<file path="src/rtl/lsu_pkg.sv">
// lsu_pkg: shared size encodings, FSM states and alignment helper for the LSU memory controller
package lsu_pkg;
  localparam logic [1:0] SZ_B = 2'd0;
  localparam logic [1:0] SZ_H = 2'd1;
  localparam logic [1:0] SZ_W = 2'd2;
  localparam logic [1:0] SZ_D = 2'd3;
  localparam int MEM_LAT_DEF = 1;
  typedef enum logic [1:0] {IDLE, ACCESS, RESP} state_t;
  function automatic logic misaligned(input logic [2:0] off, input logic [1:0] size);
    return (off & ~(3'b111 << size)) != 3'b000;
  endfunction
endpackage

</file>
<file path="src/rtl/lsu_align.sv">
// lsu_align: byte-lane shift/mask for stores and shift/extend for loads
module lsu_align
  import lsu_pkg::*;
(
  input  logic [2:0]  off,
  input  logic [1:0]  size,
  input  logic        uns,
  input  logic [63:0] wdata,
  input  logic [63:0] rdata,
  output logic [63:0] lane_wdata,
  output logic [7:0]  lane_wmask,
  output logic [63:0] load_data
);
  logic [5:0] sh;
  logic [7:0] bm;
  logic [63:0] rs;
  always_comb begin
    sh = {off, 3'b000};
    bm = size == SZ_B ? 8'h01 : size == SZ_H ? 8'h03 : size == SZ_W ? 8'h0f : 8'hff;
    lane_wdata = wdata << sh;
    lane_wmask = bm << off;
    rs = rdata >> sh;
    load_data = size == SZ_B ? {{56{~uns & rs[7]}}, rs[7:0]} :
                size == SZ_H ? {{48{~uns & rs[15]}}, rs[15:0]} :
                size == SZ_W ? {{32{~uns & rs[31]}}, rs[31:0]} : rs;
  end
endmodule

</file>
<file path="src/rtl/lsu_mem_ctrl.sv">
// lsu_mem_ctrl: one-at-a-time load/store FSM driving an aligned doubleword memory port
module lsu_mem_ctrl
  import lsu_pkg::*;
#(
  parameter int MEM_LAT = MEM_LAT_DEF
) (
  input  logic        clk,
  input  logic        rst,
  input  logic        req_valid,
  output logic        req_ready,
  input  logic        req_we,
  input  logic [63:0] req_addr,
  input  logic [1:0]  req_size,
  input  logic        req_unsigned,
  input  logic [63:0] req_wdata,
  output logic        resp_valid,
  input  logic        resp_ready,
  output logic [63:0] resp_rdata,
  output logic        resp_err,
  output logic [63:0] mem_addr,
  output logic        mem_we,
  output logic        mem_ce,
  output logic [63:0] mem_wdata,
  output logic [7:0]  mem_wmask,
  input  logic [63:0] mem_rdata
);
  state_t state;
  logic [7:0] cnt;
  logic we_q, uns_q, acc, st;
  logic [1:0] size_q;
  logic [63:0] addr_q, wdata_q, lane_wdata, load_data;
  logic [7:0] lane_wmask;
  lsu_align u_align (
    .off(addr_q[2:0]),
    .size(size_q),
    .uns(uns_q),
    .wdata(wdata_q),
    .rdata(mem_rdata),
    .lane_wdata(lane_wdata),
    .lane_wmask(lane_wmask),
    .load_data(load_data)
  );
  assign acc = state == ACCESS;
  assign st = acc & we_q;
  assign req_ready = state == IDLE && !rst;
  assign resp_valid = state == RESP && !rst;
  assign mem_ce = acc;
  assign mem_we = st;
  assign mem_addr = acc ? {addr_q[63:3], 3'b000} : '0;
  assign mem_wdata = st ? lane_wdata : '0;
  assign mem_wmask = st ? lane_wmask : '0;
  always_ff @(posedge clk) begin
    if (rst) begin
      state <= IDLE;
      cnt <= '0;
      we_q <= 1'b0;
      uns_q <= 1'b0;
      size_q <= '0;
      addr_q <= '0;
      wdata_q <= '0;
      resp_rdata <= '0;
      resp_err <= 1'b0;
    end else begin
      case (state)
        IDLE: if (req_valid) begin
          we_q <= req_we;
          uns_q <= req_unsigned;
          size_q <= req_size;
          addr_q <= req_addr;
          wdata_q <= req_wdata;
          resp_rdata <= '0;
          resp_err <= misaligned(req_addr[2:0], req_size);
          cnt <= 8'(MEM_LAT - 1);
          state <= misaligned(req_addr[2:0], req_size) ? RESP : ACCESS;
        end
        ACCESS: if (cnt == '0) begin
          resp_rdata <= we_q ? '0 : load_data;
          state <= RESP;
        end else begin
          cnt <= cnt - 8'd1;
        end
        RESP: if (resp_ready) state <= IDLE;
        default: state <= IDLE;
      endcase
    end
  end
endmodule
</file>
<file path="config.mk">
export PLATFORM = sky130hd
export DESIGN_NAME = lsu_mem_ctrl
export DESIGN_NICKNAME = d
export VERILOG_FILES = /design/src/rtl/lsu_pkg.sv /design/src/rtl/lsu_align.sv /design/src/rtl/lsu_mem_ctrl.sv
export SDC_FILE = /design/constraint.sdc
export NUM_CORES = 1
export LEC_CHECK = 0
export CAP_MARGIN = 10
export CORE_UTILIZATION = 43
export DETAILED_ROUTE_END_ITERATION = 16
export PLACE_DENSITY_LB_ADDON = 0.2
export SYNTH_ARGS = -nofsm -noshare
export SYNTH_HDL_FRONTEND = slang
export SYNTH_HIERARCHICAL = 1
export SYNTH_SLANG_ARGS = --single-unit
</file>
<file path="constraint.sdc">
create_clock -name clk -period 2.03 [get_ports clk]
set_input_delay 0.203 -clock clk [delete_from_list [all_inputs] [get_ports clk]]
set_output_delay 0.203 -clock clk [all_outputs]
set_load 0.02 [all_outputs]
</file>
# Yosys cells after proc, flatten, opt, wreduce, memory -nomap -nowiden
# Index checks and enable logic that the tools add are counted.
word_totals:
  ff_bits: 207
  in_bits: 200
  out_inout_bits: 205
op_classes:
  add_sub_neg: 1
  n_eq_ne: 8
  n_shift: 4
  n_mux: 21
  bitwise: 7
  n_reduce_logical: 12
op_table:
  columns: ["cell", "n"]
  rows:
  - ["$mux 64", 8]
  - ["$pmux 64 s2", 1]
  - ["$shl 64x6->64", 1]
  - ["$shr 64x6->64", 1]
  - ["$mux 8", 6]
  - ["$pmux 8 s2", 1]
  - ["$reduce_and 3->1", 3]
  - ["$logic_not 8->1", 1]
  - ["$mux 2", 4]
  - ["$shl 8x3->8", 1]
  - ["$sub 8x1->8 const B", 1]
  - ["$ne 2x2->1 const B", 3]
  - ["$pmux 2 s3", 1]
  - ["$and 1x1->1", 4]
  - ["$eq 2x1->1 const B", 2]
  - ["$eq 2x2->1 const B", 2]
  - ["$logic_not 2->1", 2]
  - ["$and 3x3->3", 1]
  - ["$not 3->3", 1]
  - ["$reduce_bool 3->1", 1]
  - ["$shl 3x2->3 const A", 1]
  - ["$logic_and 1x1->1", 2]
  - ["$ne 2x1->1 const B", 1]
  - ["$reduce_and 2->1", 1]
  - ["3 further kinds", 3]

# Depth between registers and ports, before layout
depth:
  ltp_word: 8
  ltp_mapped: 11
  ltp_nobuf: 7

# Cells and area by module
# The synthesis kept the hierarchy.
by_module_without_submodules:
  columns: ["mod", "instances", "cells_per_inst", "area_each_um2", "seq_area_each_um2"]
  rows:
  - ["lsu_mem_ctrl", 1, 1093, 8383.0, 4144.0]
  - ["lsu_align", 1, 578, 4007.6, 0.0]

# Least setup slack after synthesis
# OpenSTA, ideal clock, no wires.
synth_timing:
  path_kind: "register -> output"
  start: "register addr_q[0]"
  end: "output port mem_wdata[57]"
  arrival_ns: 1.999
  required_time_ns: 1.827
  slack_ns: -0.172
  path_stages_with_launch: 9
  n_path_buf: 4
  cell_sequence: "dfxtp_1 > buf_6 > buf_2 > buf_2 > buf_2 > mux2i_1 > a21oi_1 > mux2_2 > and3_1"
synth_between:
  elab_chain_cells: 2
synth_lines:
  columns: ["item", "line_no", "source"]
  rows:
  - ["from (decl)", "lsu_mem_ctrl.sv:31", "logic [63:0] addr_q, wdata_q, lane_wdata, load_data;"]
  - ["from (signal assigned)", "lsu_mem_ctrl.sv:69", "addr_q <= req_addr;"]
  - ["$shl 64x6->64", "lsu_align.sv:20", "lane_wdata = wdata << sh;"]
  - ["net lane_wdata[57]", "lsu_mem_ctrl.sv:31", null]
  - ["$mux 64", "lsu_mem_ctrl.sv:50", "assign mem_wdata = st ? lane_wdata : '0;"]
  - ["to (decl)", "lsu_mem_ctrl.sv:23", "output logic [63:0] mem_wdata,"]
# The timed path passes the listed nets, and every way through them passes these cells.

# Final worst setup path
layout_timing:
  start: "register addr_q[0]"
  end: "output port mem_wdata[55]"
# Same word-level chain as after synthesis.

==> impl_results.md <==
* Fmax at about 400 MHz
* Hold crit path type: input port to flop
* WP data required at around 1.8 ns
* Ys flop type: dfxtp_1
* Total Power at between 10000 and 15000 uW
* Post-Place Worst Slack at -0.355 ns
* Post-synthesis xor/xnor area fraction at less than 1%
* Fraction of synthesized area in multiplexers at between 10% and 20%
* Setup CP Type: flop to output pin
* Final min period at approximately 2.5 ns
* Netlist Area Pre-Place at 12400 sq um
* Vias in the first global route at between 10000 and 15000
* Netlist cell types at 50
* CTS H-Tree Depth at 1
* Starting density of the core at between 40% and 50%
* Total CTS buffers at 26
* Asr flop ratio synth at 0%
* Violated checks: negative setup slack
* Die area at 29500 sq um
* Worst-path clk slew at about 0.060 ns
* Yosys warnings at 6
* Layout cell share with drive strength beyond 1 at 30.6%
* Post-Syn Area per Cell at between 7 and 8 sq um
* Initial antenna violation count at 4
* PD cells at around 670 nW/um^2
* Nets@finish at between 2000 and 2500
* Area leader, netlist: dfxtp_1
* Die height at 172 um
* Hold path startpoint: req_wdata[42]
* Die Width at ~170 um
* Clock Path Buffers at 3
* CP max FO at 8
* Worst reg2reg path depth at 10
* Vias/cell at ~5.8
* Worst slew pin tran at roughly 0.93 ns
* GRT Total Usage at between 30% and 40%
* Fin. max-slew vios at 0
* HPWL Detailed at between 30000 and 40000 um
* DRT iter0 DRCs at 1500
* Row count at between 60 and 70
* Hold Path End: wdata_q[42]
* Crit end category: output pin
* Via count at approximately 15000
* Critical Path Source Type: flop
* Simple-gate area share of the yosys netlist at between 20 and 30%
* GRT Residual Overflow at 0
* Adder-cell share of the synthesized area at 0.202%
* Final Setup Violations at roughly 130
* Main combinational cell family by area after synthesis: simple AND/OR/NAND/NOR gates
* Post-layout util at approximately three quarters
* Unrepaired setup endpoints after global routing: true
* CORE AREA at around 28000 sq um
* VDD IR max at roughly 0.57 mV
* EDFF count, synth at 0
* Crit-path most repeated cell: buf_4
* Reg2Reg Capture Point: resp_rdata[28]
* Sequential share of the synthesized area at about 33%
* First-pass GRT wire length at just under 80000 um
* Root buffer cell: clkbuf_16
* Post-route DRC at 0
* TritonRoute pass-1 iters at 5
* WP data arrival at ~2.3 ns
* DR WL/cell at between 20 and 25 um
* Worst relative slew slack at about 38%
* PnR worst setup slack at -0.482 ns
* Reg2reg setup slack at -0.39 ns
* Reg2Reg Launch Point: addr_q[0]
* Critical Path Max Stage Delay at roughly 0.44 ns
* Mapped Cells at 1671
* Yosys reg bits at 207
* Max-Cap Viols at 0
* Routability congestion estimate at around 0.94
* Synth top area cells: dfxtp_1 33%, nand2_1 12%, a21oi_1 8.0%
* Status: finished with violations
* Leak at ~0.0083 uW
* Hold path depth at 3
* Final hold violation count at 0
* Clk_lat worst skew at 0.54 ns
* IO Pins at slightly above 400
* Fin crit share at 124%
* Largest net degree at the start of global routing at 130
* CTS Sinks at between 200 and 250
* Final WL at 55500 um
* Placed Instances at ~2400
* Compound-Gate Fraction of Synth Area at about 17%
* CTS tree: built
* Final Non-Filler Cells at 2572
* Setup TNS at -40.31 ns
* Worst-path cell chain: buf_4 -> buf_16 -> buf_4 -> mux2i_4 -> nor2_4 -> a21oi_2 -> o21ai_1 -> and3_1 -> buf_6
* PortBufs at around 400
* Yosys top cell area share at 33.4%
* Area Growth Syn to Fin at 67.0%
* Slowest CP cell: dfxtp_4
* Final antenna-violating net count at 0
* Clock Skews at about 0.0099 ns
metal layers:
metal	global-route usage [%]	up-vias	wire [um]
met5	0	-	29
met4	17.7	4	3560
met3	6.24	258	4670
met2	60.0	839	27000
met1	39.8	6991	20200
li1	-	6791	-
kinds of logic after synthesis:
logic type / Yosys count
other cells: 1
flops: 207
mux: 142
simple gates: 741
buf+inv: 182
fa+ha+maj: 2
xor+xnor: 4
compound gates: 392
cells in the mapped netlist (all sizes together), types with 2 or more instances:
cell     count
or3          6
a211oi       7
and2        81
clkbuf      99
o211a        3
a21oi      197
o22ai       32
mux2        40
and3        73
nor3        14
dfxtp      207
or2          3
nor2b        3
xnor2        3
o21a         2
a31oi        2
a2bb2oi      7
inv         17
nand2b       6
a21o         2
mux4        28
or4          2
o32ai        2
nor3b        4
nor2        78
buf         66
mux2i       74
o21ai      127
a21bo        7
nand2      399
or3b         2
nor4         2
nand3       67
ha           2
worst max-delay path: cells and delay by family, from the launching register on:
kind | cells | cell delay, ns
buffers and inverters | 4 | 0.54
and+or+nand+nor | 2 | 0.26
AOI/OAI and AO/OA | 2 | 0.27
DFF | 1 | 0.44
muxes | 1 | 0.26
cells in the final DEF, fill, tap and decap left out, types with 25 or more instances in the layout:
cell type,instances
nor2_1,55
mux4_2,28
clkdlybuf4s50_1,263
mux2_2,28
nand3_1,66
nand2_1,378
o21ai_1,77
mux2i_1,41
and3_1,39
buf_2,49
o22ai_1,25
buf_4,139
and2_1,75
dfxtp_1,202
buf_12,30
buf_6,102
clkbuf_16,32
and3_4,34
o21ai_2,26
a21oi_1,172
what timing repair did:
action                                  4_1_cts  5_1_grt
pin swaps                                    19       44
resized for setup                           727      267
gates cloned                                 15       11
buffers inserted                             47       35
endpoints found under the setup margin      192      141
hold buffers                                  1        0
endpoints found under the hold margin         5        0
sequential cells by signal, summed over array words and instances, names as in the netlist:
signal and cells:
size_q 2, resp_err 1, uns_q 1, cnt 8
resp_rdata 64, addr_q 64, state 2, wdata_q 64
we_q 1
worst max path at each step:
| stage | start | endpoint | slack [ns] |
|---|---|---|---|
| finish | addr_q[0] | mem_wdata[55] | -0.48 |
| global route | addr_q[0] | mem_wdata[62] | -0.53 |
| CTS | addr_q[0] | mem_wdata[59] | -0.47 |
| detailed placement | mem_rdata[23] | resp_rdata[51] | -0.35 |
| global placement | mem_rdata[23] | resp_rdata[48] | -0.28 |
| floorplan | addr_q[0] | mem_wdata[45] | 0.003 |
power by group:
group / total (uW) / internal (uW) / switching, uW
registers: 4530 / 4290 / 241
logic: 4610 / 2240 / 2370
clock network: 4800 / 2930 / 1870
layout make-up:
type                       count  area, sq um
timing repair buffer         629         6360
multi-input combinational   1292         8750
clock inverter                11          140
tap                          378          473
antenna                        1         2.50
sequential                   207         4160
clock buffer                  37          743
inverter                      17         65.1
fill                        2159         7390
stage by stage:
stage	cell area (sq um)	hold WS [ns]
final	20700	0.203
after global routing	20700	0.207
after CTS	19400	0.192
after detailed placement	17500	0.443
after global placement	17500	0.437
after floorplan	12400	0.339
Note: power is estimated with default switching activity, not from simulation.
